<file path="src/rtl/keccak_avst_host_pkg.sv">
// Shared types and sizes for the SHA-3 stream host: FSM state encoding,
// message word / digest geometry and the first-byte remainder helper.
package keccak_avst_pkg;

    localparam int WORD_BYTES   = 4;
    localparam int DIGEST_BYTES = 64;
    localparam int WORD_W       = WORD_BYTES * 8;
    localparam int DIGEST_W     = DIGEST_BYTES * 8;
    localparam int MBYTES_W     = $clog2(WORD_BYTES);
    localparam int DCNT_W       = $clog2(DIGEST_BYTES);

    typedef enum logic [1:0] {IDLE, SEND, WAIT, DONE} state_e;

    // Bytes left behind the byte presented when a word is loaded; msg_bytes of 0 means a full word.
    function automatic logic [MBYTES_W-1:0] rem_after_first(input logic last,
                                                            input logic [MBYTES_W-1:0] nbytes);
        if (last && nbytes != '0) return nbytes - 1'b1;
        return MBYTES_W'(WORD_BYTES - 1);
    endfunction

endpackage

</file>
<file path="src/rtl/keccak_avst_host_if.sv">
// Word-side, byte-stream, digest-stream and digest-result signals of the host.
// master = the host block, slave = CPU/DMA plus hash wrapper side.
interface keccak_avst_host_if;
    import keccak_avst_pkg::*;

    // Every channel transfers a beat when valid & ready are both high on a rising clk edge;
    // a source holds valid and its payload steady until that transfer happens.
    logic [WORD_W-1:0]   msg_data;
    logic                msg_valid;
    logic                msg_last;
    logic [MBYTES_W-1:0] msg_bytes;
    logic                msg_ready;
    logic [7:0]          st_data;
    logic                st_valid;
    logic                st_end;
    logic                st_ready;
    logic [7:0]          hs_data;
    logic                hs_valid;
    logic                hs_end;
    logic                hs_ready;
    logic [DIGEST_W-1:0] digest;
    logic                digest_valid;
    logic                digest_ack;

    modport master (
        input  msg_data, msg_valid, msg_last, msg_bytes,
        output msg_ready,
        output st_data, st_valid, st_end,
        input  st_ready,
        input  hs_data, hs_valid, hs_end,
        output hs_ready,
        output digest, digest_valid,
        input  digest_ack
    );

    modport slave (
        output msg_data, msg_valid, msg_last, msg_bytes,
        input  msg_ready,
        input  st_data, st_valid, st_end,
        output st_ready,
        output hs_data, hs_valid, hs_end,
        input  hs_ready,
        input  digest, digest_valid,
        output digest_ack
    );

endinterface

</file>
<file path="src/rtl/keccak_avst_host_sipo.sv">
// Digest collector: shifts accepted bytes in at the LSB end and flags the beat
// that carries the final digest byte.
module keccak_digest_sipo
    import keccak_avst_pkg::*;
(
    input  logic                clk,
    input  logic                reset,
    input  logic                clr_i,
    input  logic                en_i,
    input  logic [7:0]          data_i,
    output logic [DIGEST_W-1:0] digest_o,
    output logic                full_o
);

    logic [DIGEST_W-1:0] digest_q;
    logic [DCNT_W-1:0]   cnt_q;

    // Combinational so the owner can register completion on the same edge as the last byte.
    assign full_o   = en_i && (cnt_q == DCNT_W'(DIGEST_BYTES - 1));
    assign digest_o = digest_q;

    // clr_i only restarts the count; the old digest stays readable until overwritten.
    always_ff @(posedge clk) begin
        if (reset) begin
            digest_q <= '0;
            cnt_q    <= '0;
        end else if (clr_i) begin
            cnt_q    <= '0;
        end else if (en_i) begin
            digest_q <= {digest_q[DIGEST_W-9:0], data_i};
            cnt_q    <= cnt_q + 1'b1;
        end
    end

endmodule

</file>
<file path="src/rtl/keccak_avst_host.sv">
// Host side of the byte-wide SHA-3 stream: serialises message words MSB-byte-first
// and gathers the 64-byte digest. KECCAK_HOST_CHECK_EN adds the sticky proto_err output.
module keccak_avst_host
    import keccak_avst_pkg::*;
(
    input  logic               clk,
    input  logic               reset,
    keccak_avst_host_if.master bus,
`ifdef KECCAK_HOST_CHECK_EN
    output logic               proto_err,
`endif
    output state_e             dbg_state_o
);

    state_e              state_q, state_d;
    logic [WORD_W-1:0]   shift_q, shift_d, skid_q, skid_d;
    logic [MBYTES_W-1:0] rem_q, rem_d, skid_bytes_q, skid_bytes_d;
    logic                last_q, last_d, skid_last_q, skid_last_d, skid_full_q, skid_full_d;
    logic [7:0]          st_data_q, st_data_d;
    logic                st_valid_q, st_valid_d, st_end_q, st_end_d;
    logic                msg_ready_q, msg_ready_d, hs_ready_q, hs_ready_d, dvalid_q, dvalid_d;
    logic                msg_acc, st_xfer, hs_acc, hs_early, sipo_clr, sipo_full, do_load;
    logic [WORD_W-1:0]   ld_word;
    logic                ld_last;
    logic [MBYTES_W-1:0] ld_bytes, ld_rem;
    logic [DIGEST_W-1:0] digest_w;

    assign msg_acc = bus.msg_valid & msg_ready_q;
    assign st_xfer = st_valid_q & bus.st_ready;
    assign hs_acc  = bus.hs_valid & hs_ready_q;

    // A word waiting in the skid always goes out before anything on the bus.
    assign ld_word  = skid_full_q ? skid_q       : bus.msg_data;
    assign ld_last  = skid_full_q ? skid_last_q  : bus.msg_last;
    assign ld_bytes = skid_full_q ? skid_bytes_q : bus.msg_bytes;
    assign ld_rem   = rem_after_first(ld_last, ld_bytes);

`ifdef KECCAK_HOST_CHECK_EN
    logic err_q, err_d;
    assign hs_early  = (state_q == WAIT) & bus.hs_end & ~sipo_full;
    assign err_d     = err_q | hs_early | (bus.hs_valid & (state_q != WAIT));
    assign proto_err = err_q;
`else
    logic unused_hs_end;
    assign unused_hs_end = bus.hs_end;
    assign hs_early      = 1'b0;
`endif

    always_comb begin
        state_d      = state_q;
        shift_d      = shift_q;
        rem_d        = rem_q;
        last_d       = last_q;
        skid_d       = skid_q;
        skid_last_d  = skid_last_q;
        skid_bytes_d = skid_bytes_q;
        skid_full_d  = skid_full_q;
        st_data_d    = st_data_q;
        st_valid_d   = st_valid_q;
        st_end_d     = st_end_q;
        sipo_clr     = 1'b0;
        do_load      = 1'b0;
        case (state_q)
            IDLE: begin
                if (msg_acc) begin
                    do_load  = 1'b1;
                    sipo_clr = 1'b1;
                    state_d  = SEND;
                end
            end
            SEND: begin
                if (st_xfer && rem_q != '0) begin
                    st_data_d = shift_q[WORD_W-1 -: 8];
                    shift_d   = shift_q << 8;
                    rem_d     = rem_q - 1'b1;
                    st_end_d  = last_q && (rem_q == MBYTES_W'(1));
                end else if (st_xfer && last_q) begin
                    st_valid_d = 1'b0;
                    st_end_d   = 1'b0;
                    state_d    = WAIT;
                end else if (st_xfer || !st_valid_q) begin
                    if (skid_full_q || msg_acc) begin
                        do_load     = 1'b1;
                        skid_full_d = 1'b0;
                    end else begin
                        st_valid_d  = 1'b0;
                    end
                end else if (msg_acc) begin
                    // Word accepted while the current last byte is stalled: park it.
                    skid_d       = bus.msg_data;
                    skid_last_d  = bus.msg_last;
                    skid_bytes_d = bus.msg_bytes;
                    skid_full_d  = 1'b1;
                end
            end
            WAIT: begin
                if (sipo_full || hs_early) state_d = DONE;
            end
            DONE: begin
                if (bus.digest_ack) state_d = IDLE;
            end
            default: state_d = IDLE;
        endcase
        if (do_load) begin
            st_data_d  = ld_word[WORD_W-1 -: 8];
            shift_d    = ld_word << 8;
            rem_d      = ld_rem;
            last_d     = ld_last;
            st_end_d   = ld_last && (ld_rem == '0);
            st_valid_d = 1'b1;
        end
        msg_ready_d = (state_d == IDLE) ||
                      ((state_d == SEND) && !last_d && (rem_d == '0) && !skid_full_d);
        hs_ready_d  = (state_d == WAIT);
        dvalid_d    = (state_d == DONE);
    end

    always_ff @(posedge clk) begin
        if (reset) begin
            state_q      <= IDLE;
            shift_q      <= '0;
            rem_q        <= '0;
            last_q       <= 1'b0;
            skid_q       <= '0;
            skid_last_q  <= 1'b0;
            skid_bytes_q <= '0;
            skid_full_q  <= 1'b0;
            st_data_q    <= '0;
            st_valid_q   <= 1'b0;
            st_end_q     <= 1'b0;
            msg_ready_q  <= 1'b1;
            hs_ready_q   <= 1'b0;
            dvalid_q     <= 1'b0;
`ifdef KECCAK_HOST_CHECK_EN
            err_q        <= 1'b0;
`endif
        end else begin
            state_q      <= state_d;
            shift_q      <= shift_d;
            rem_q        <= rem_d;
            last_q       <= last_d;
            skid_q       <= skid_d;
            skid_last_q  <= skid_last_d;
            skid_bytes_q <= skid_bytes_d;
            skid_full_q  <= skid_full_d;
            st_data_q    <= st_data_d;
            st_valid_q   <= st_valid_d;
            st_end_q     <= st_end_d;
            msg_ready_q  <= msg_ready_d;
            hs_ready_q   <= hs_ready_d;
            dvalid_q     <= dvalid_d;
`ifdef KECCAK_HOST_CHECK_EN
            err_q        <= err_d;
`endif
        end
    end

    keccak_digest_sipo u_sipo (
        .clk      (clk),
        .reset    (reset),
        .clr_i    (sipo_clr),
        .en_i     (hs_acc),
        .data_i   (bus.hs_data),
        .digest_o (digest_w),
        .full_o   (sipo_full)
    );

    assign bus.msg_ready    = msg_ready_q;
    assign bus.st_data      = st_data_q;
    assign bus.st_valid     = st_valid_q;
    assign bus.st_end       = st_end_q;
    assign bus.hs_ready     = hs_ready_q;
    assign bus.digest       = digest_w;
    assign bus.digest_valid = dvalid_q;
    assign dbg_state_o      = state_q;

endmodule

</file>
<file path="src/flat_wrapper.sv">
// flat-port wrapper written by rule: the top's interface ports become plain ports
module keccak_avst_host_flat import keccak_avst_pkg::*;
  (clk, reset, dbg_state_o, bus_msg_data, bus_msg_valid, bus_msg_last, bus_msg_bytes, bus_msg_ready, bus_st_data, bus_st_valid, bus_st_end, bus_st_ready, bus_hs_data, bus_hs_valid, bus_hs_end, bus_hs_ready, bus_digest, bus_digest_valid, bus_digest_ack);
  keccak_avst_host_if bus_i ();
  input  logic clk;
  input  logic reset;
  output state_e dbg_state_o;
  input wire logic [$bits(bus_i.msg_data)-1:0] bus_msg_data;
  input wire logic [$bits(bus_i.msg_valid)-1:0] bus_msg_valid;
  input wire logic [$bits(bus_i.msg_last)-1:0] bus_msg_last;
  input wire logic [$bits(bus_i.msg_bytes)-1:0] bus_msg_bytes;
  output wire logic [$bits(bus_i.msg_ready)-1:0] bus_msg_ready;
  output wire logic [$bits(bus_i.st_data)-1:0] bus_st_data;
  output wire logic [$bits(bus_i.st_valid)-1:0] bus_st_valid;
  output wire logic [$bits(bus_i.st_end)-1:0] bus_st_end;
  input wire logic [$bits(bus_i.st_ready)-1:0] bus_st_ready;
  input wire logic [$bits(bus_i.hs_data)-1:0] bus_hs_data;
  input wire logic [$bits(bus_i.hs_valid)-1:0] bus_hs_valid;
  input wire logic [$bits(bus_i.hs_end)-1:0] bus_hs_end;
  output wire logic [$bits(bus_i.hs_ready)-1:0] bus_hs_ready;
  output wire logic [$bits(bus_i.digest)-1:0] bus_digest;
  output wire logic [$bits(bus_i.digest_valid)-1:0] bus_digest_valid;
  input wire logic [$bits(bus_i.digest_ack)-1:0] bus_digest_ack;
  assign bus_i.msg_data = bus_msg_data;
  assign bus_i.msg_valid = bus_msg_valid;
  assign bus_i.msg_last = bus_msg_last;
  assign bus_i.msg_bytes = bus_msg_bytes;
  assign bus_msg_ready = bus_i.msg_ready;
  assign bus_st_data = bus_i.st_data;
  assign bus_st_valid = bus_i.st_valid;
  assign bus_st_end = bus_i.st_end;
  assign bus_i.st_ready = bus_st_ready;
  assign bus_i.hs_data = bus_hs_data;
  assign bus_i.hs_valid = bus_hs_valid;
  assign bus_i.hs_end = bus_hs_end;
  assign bus_hs_ready = bus_i.hs_ready;
  assign bus_digest = bus_i.digest;
  assign bus_digest_valid = bus_i.digest_valid;
  assign bus_i.digest_ack = bus_digest_ack;
  keccak_avst_host u_core (.clk(clk), .reset(reset), .bus(bus_i), .dbg_state_o(dbg_state_o));
endmodule
</file>
<file path="config.mk">
export PLATFORM = sky130hd
export DESIGN_NAME = keccak_avst_host_flat
export DESIGN_NICKNAME = d
export VERILOG_FILES = /design/src/rtl/keccak_avst_host_pkg.sv /design/src/rtl/keccak_avst_host_if.sv /design/src/rtl/keccak_avst_host_sipo.sv /design/src/rtl/keccak_avst_host.sv /design/src/flat_wrapper.sv
export SDC_FILE = /design/constraint.sdc
export NUM_CORES = 1
export LEC_CHECK = 0
export ABC_AREA = 0
export CAP_MARGIN = 20
export CORE_AREA = 2 2 223 225
export CTS_CLUSTER_SIZE = 20
export DETAILED_ROUTE_END_ITERATION = 8
export DIE_AREA = 0 0 225 227
export GPL_TIMING_DRIVEN = 0
export PLACE_DENSITY = 0.78
export SETUP_SLACK_MARGIN = 0.4
export SLEW_MARGIN = 20
export SYNTH_ARGS = -nofsm -noshare
export SYNTH_HDL_FRONTEND = slang
export SYNTH_HIERARCHICAL = 1
export SYNTH_SLANG_ARGS = --single-unit
</file>
<file path="constraint.sdc">
create_clock -name clk -period 5.1 [get_ports clk]
set_input_delay 0.51 -clock clk [delete_from_list [all_inputs] [get_ports clk]]
set_output_delay 0.51 -clock clk [all_outputs]
set_load 0.05 [all_outputs]
</file>
==> summary.md <==
| Metric | Value |
|---|---|
| Remaining antenna violation count | `0` |
| Crit Path Category | `reg -> reg` |
| Fmax | `392 MHz` |
| Per-cell routed wire length | `19.7 um` |
| Critical-path cell list | `buf_2, clkbuf_1, buf_1, mux2i_1, ha_1, nor3b_1, nand3_1, a21oi_1` |
| CP bufs+invs | `3` |
| Minimum clock period | `2.55 ns` |
| Largest family of logic cells by synthesized area | `simple AND/OR/NAND/NOR gates` |
| Syn_nets | `2,753` |
| Ys flop type | `dfxtp_1` |
| Hold buffer count at CTS | `0` |
| CP max-delay cell | `buf_1` |
| Post-synthesis compound-gate area fraction | `19.8%` |
| Die X | `225 um` |
| Sink of the worst hold path | `u_core/u_sipo/digest_o[5]$_SDFFE_PP0P_` |
| Synth Area per Inst | `9.10 um^2` |
| Via count | `21,300` |
| Cell family with most CP delay | `buffers and inverters` |
| Max-Slew Margin vs Limit | `31.1%` |
| Post-synth ARST share | `0%` |
| # fillers | `3,931` |
| Drc violations | `0` |
| Max clock buf depth | `3` |
| Most frequent cells in the layout | `757 x nand2_1, 596 x dfxtp_1, 574 x clkdlybuf4s50_1` |
| Most common cell after layout, fill and taps aside | `nand2_1` |
| MaxCap Viol Count | `0` |
| Worst r2r src | `u_core/skid_full_q$_SDFF_PP0_` |
| I/O pins | `577` |
| Setup violations, final | `0` |
| Initial antenna violation count | `7` |
| TritonCTS clock tree | `built` |
| Number of setup buffers added after CTS | `0` |
| Port-buffer cells | `574` |
| Syn. warnings | `6` |
| Initial DRC Count | `1,469` |
| Area Growth Syn to Fin | `34.9%` |
| Fin. max-slew vios | `0` |
| Crit path launch type | `flop` |
| Core box area | `0.0485 mm^2` |
| P_int | `7.51 mW` |
| Register share of total power | `48.8%` |
| Simple logic cell fraction of the synthesized area | `23.5%` |
| Final net count | `3,390` |
| Die height | `227 um` |
| GRT Total Usage | `29.9%` |
| Vias per Instance | `5.31` |
| GP Congestion | `0.919` |
| Worst Hold Slack | `0.439 ns` |
| Clock slew at reported path FFs | `0.06 ns` |
| Clock group share of total power | `47.0%` |
| Cell leakage power | `10.4 nW` |
| CP required | `5.65 ns` |
| Router iterations before antenna repair | `5` |
| First-pass GRT wire length | `120 mm` |
| Reg2Reg Setup Slack | `2.55 ns` |
| Max FO, Critical Path | `10` |
| Worst slew pin tran | `1.03 ns` |
| Post-synth EDFFs | `0` |
| Reg-to-Reg End | `u_core/bus.st_end$_SDFFE_PP0P_` |
| HP Class | `in -> reg` |
| Clk_lat worst skew | `0.63 ns` |
| Fin crit share | `50.0%` |
| Hpwl dp | `60.1 mm` |
| Clock sink total | `596` |
| Layout cells sized above 1 | `31.1%` |
| Critical Path Sink Type | `flop` |
| CP max stage delay | `0.51 ns` |
| Worst EP arrival | `3.10 ns` |
| Largest net degree at the start of global routing | `16` |
| Mux contribution to synthesized area | `0.662%` |
| CTS Buf Count | `61` |
| Final Hold Fails | `0` |
| Die area | `0.0511 mm^2` |
| Register area share after synthesis | `48.6%` |
| Post-Syn Area | `0.0246 mm^2` |
| CTS H-tree depth | `2` |
| Vias in the first global route | `20,700` |
| XOR/XNOR Fraction of Synth Area | `0.143%` |
| Initial Utilization | `50.6%` |
| Tot Pwr | `9.67 mW` |
| Yosys cell types | `50` |
| Switching share of power | `22.3%` |
| Adder-cell share of the synthesized area | `0.204%` |
| WL final | `79.0 mm` |
| GRT Residual Overflow | `0` |
| Cell row count | `81` |
| P_sw | `2.16 mW` |
| DP Area | `0.0311 mm^2` |
| Final Core Density | `68.3%` |
| Root Driver | `clkbuf_16` |
| Fin Setup TNS | `0 ns` |
| Power per cell area | `292 mW/mm^2` |
| Worst Skew | `0.0204 ns` |
| Final instance area | `0.0331 mm^2` |
| Outcome | `completed` |
| Seq cells post-synth | `596` |
| Path depth of the worst reg2reg path | `8` |
| Hold_sp | `bus_hs_data[5]` |
| Max VDD drop | `286 uV` |
| Mapped Cells | `2,699` |
| Unrepaired setup endpoints after global routing | `no` |
| Worst hold stages | `3` |
| Combinational power share | `4.2%` |
| PostCTS Resize Cnt | `0` |
==> worst reg2reg max path, cell delays in order (launching register included) <==
cell	delay, ns
dfxtp_1	0.30
buf_2	0.19
clkbuf_1	0.44
buf_1	0.51
mux2i_1	0.19
ha_1	0.30
nor3b_1	0.25
nand3_1	0.11
a21oi_1	0.18
==> state kept, by name, summed over array words and instances (netlist names) <==
signal	cells
u_core/bus.hs_ready	1
u_core/u_sipo/digest_o	512
u_core/u_sipo/cnt_q	6
u_core/rem_q	2
u_core/bus.st_end	1
u_core/bus.digest_valid	1
u_core/bus.st_valid	1
u_core/skid_last_q	1
u_core/skid_q	32
u_core/shift_q	24
u_core/skid_bytes_q	2
u_core/skid_full_q	1
u_core/dbg_state_o	2
u_core/bus.st_data	8
u_core/bus.msg_ready	1
u_core/last_q	1
==> cell families after synthesis <==
family | after synthesis
mux | 15
fa+ha+maj | 4
buf+inv | 218
simple gates | 1231
xor+xnor | 4
flops | 596
compound gates | 631
==> routing by layer <==
layer / track usage [%] / wire length, um / up-vias
li1: - / - / 10100
met1: 35.7 / 31100 / 10200
met2: 50.4 / 37500 / 827
met3: 8.48 / 6820 / 178
met4: 12.6 / 3450 / 12
met5: 0 / 73 / -
==> power by group through the flow <==
stage                     clock (mW)  combinational (mW)  sequential [mW]
after floorplan                    0               0.227             4.85
after global placement             0               0.390             4.82
after detailed placement           0               0.398             4.82
after CTS                       4.61               0.400             4.72
after global routing            4.80               0.434             4.72
final                           4.55               0.406             4.72
==> synth_stat cells, types with 2 or more instances <==
master,number,area [um^2]
nand2_1,757,2840
dfxtp_1,596,11900
a21oi_2,400,3500
nand2_2,400,2500
a21oi_1,168,841
clkbuf_1,77,289
buf_2,73,365
buf_12,45,901
a211oi_1,24,180
nor2b_1,23,144
a311oi_1,21,184
nand3_1,13,65.1
nor2_1,13,48.8
mux2_2,10,113
buf_6,9,101
buf_4,8,60.1
inv_1,5,18.8
mux2i_1,5,50.1
ha_1,4,50.1
nor3_1,4,20.0
a22oi_1,3,22.5
nand4_1,3,18.8
nor3b_1,3,22.5
o21ai_0,3,15.0
xor2_1,3,26.3
a311o_1,2,20.0
a311oi_2,2,30.0
nand2b_1,2,12.5
or2_2,2,12.5
==> worst max-delay path by stage <==
| stage | start | end | slack (ns) | cells past startpoint |
|---|---|---|---|---|
| finish | u_core/skid_full_q$_SDFF_PP0_ | u_core/bus.st_end$_SDFFE_PP0P_ | 2.55 | 8 |
| global placement | bus_msg_valid | u_core/skid_q[13]$_SDFFE_PP0P_ | 2.46 | 6 |
| floorplan | u_core/bus.msg_ready$_SDFF_PP1_ | u_core/bus.msg_ready$_SDFF_PP1_ | 3.08 | 5 |
| global route | u_core/skid_full_q$_SDFF_PP0_ | u_core/bus.st_end$_SDFFE_PP0P_ | 2.33 | 8 |
| CTS | u_core/u_sipo/digest_o[43]$_SDFFE_PP0P_ | bus_digest[43] | 2.56 | 1 |
| detailed placement | bus_msg_valid | u_core/skid_q[5]$_SDFFE_PP0P_ | 2.36 | 6 |
==> area by class of cell <==
cell class,instances,area [um^2],area share [%]
clock inverters,18,196,0.593
multi-input cells,1885,10900,32.9
well taps,622,778,2.35
repair buffers,574,5750,17.3
plain buffers,213,1720,5.19
inverters,5,18.8,0.0566
flip-flops and latches,596,11900,36.0
diodes,1,2.50,0.00755
clock buffers,92,1860,5.60
==> per-stage QoR <==
| stage | cells | worst slack [ns] |
|---|---|---|
| 3_3_place_gp | 3895 | 2.46 |
| 5_1_grt | 4006 | 2.33 |
| 4_1_cts | 4005 | 2.56 |
| 3_5_place_dp | 3895 | 2.36 |
| 2_1_floorplan | 2699 | 3.08 |
| 6_report | 4006 | 2.55 |
No activity file was read; power rests on OpenSTA's default activity.
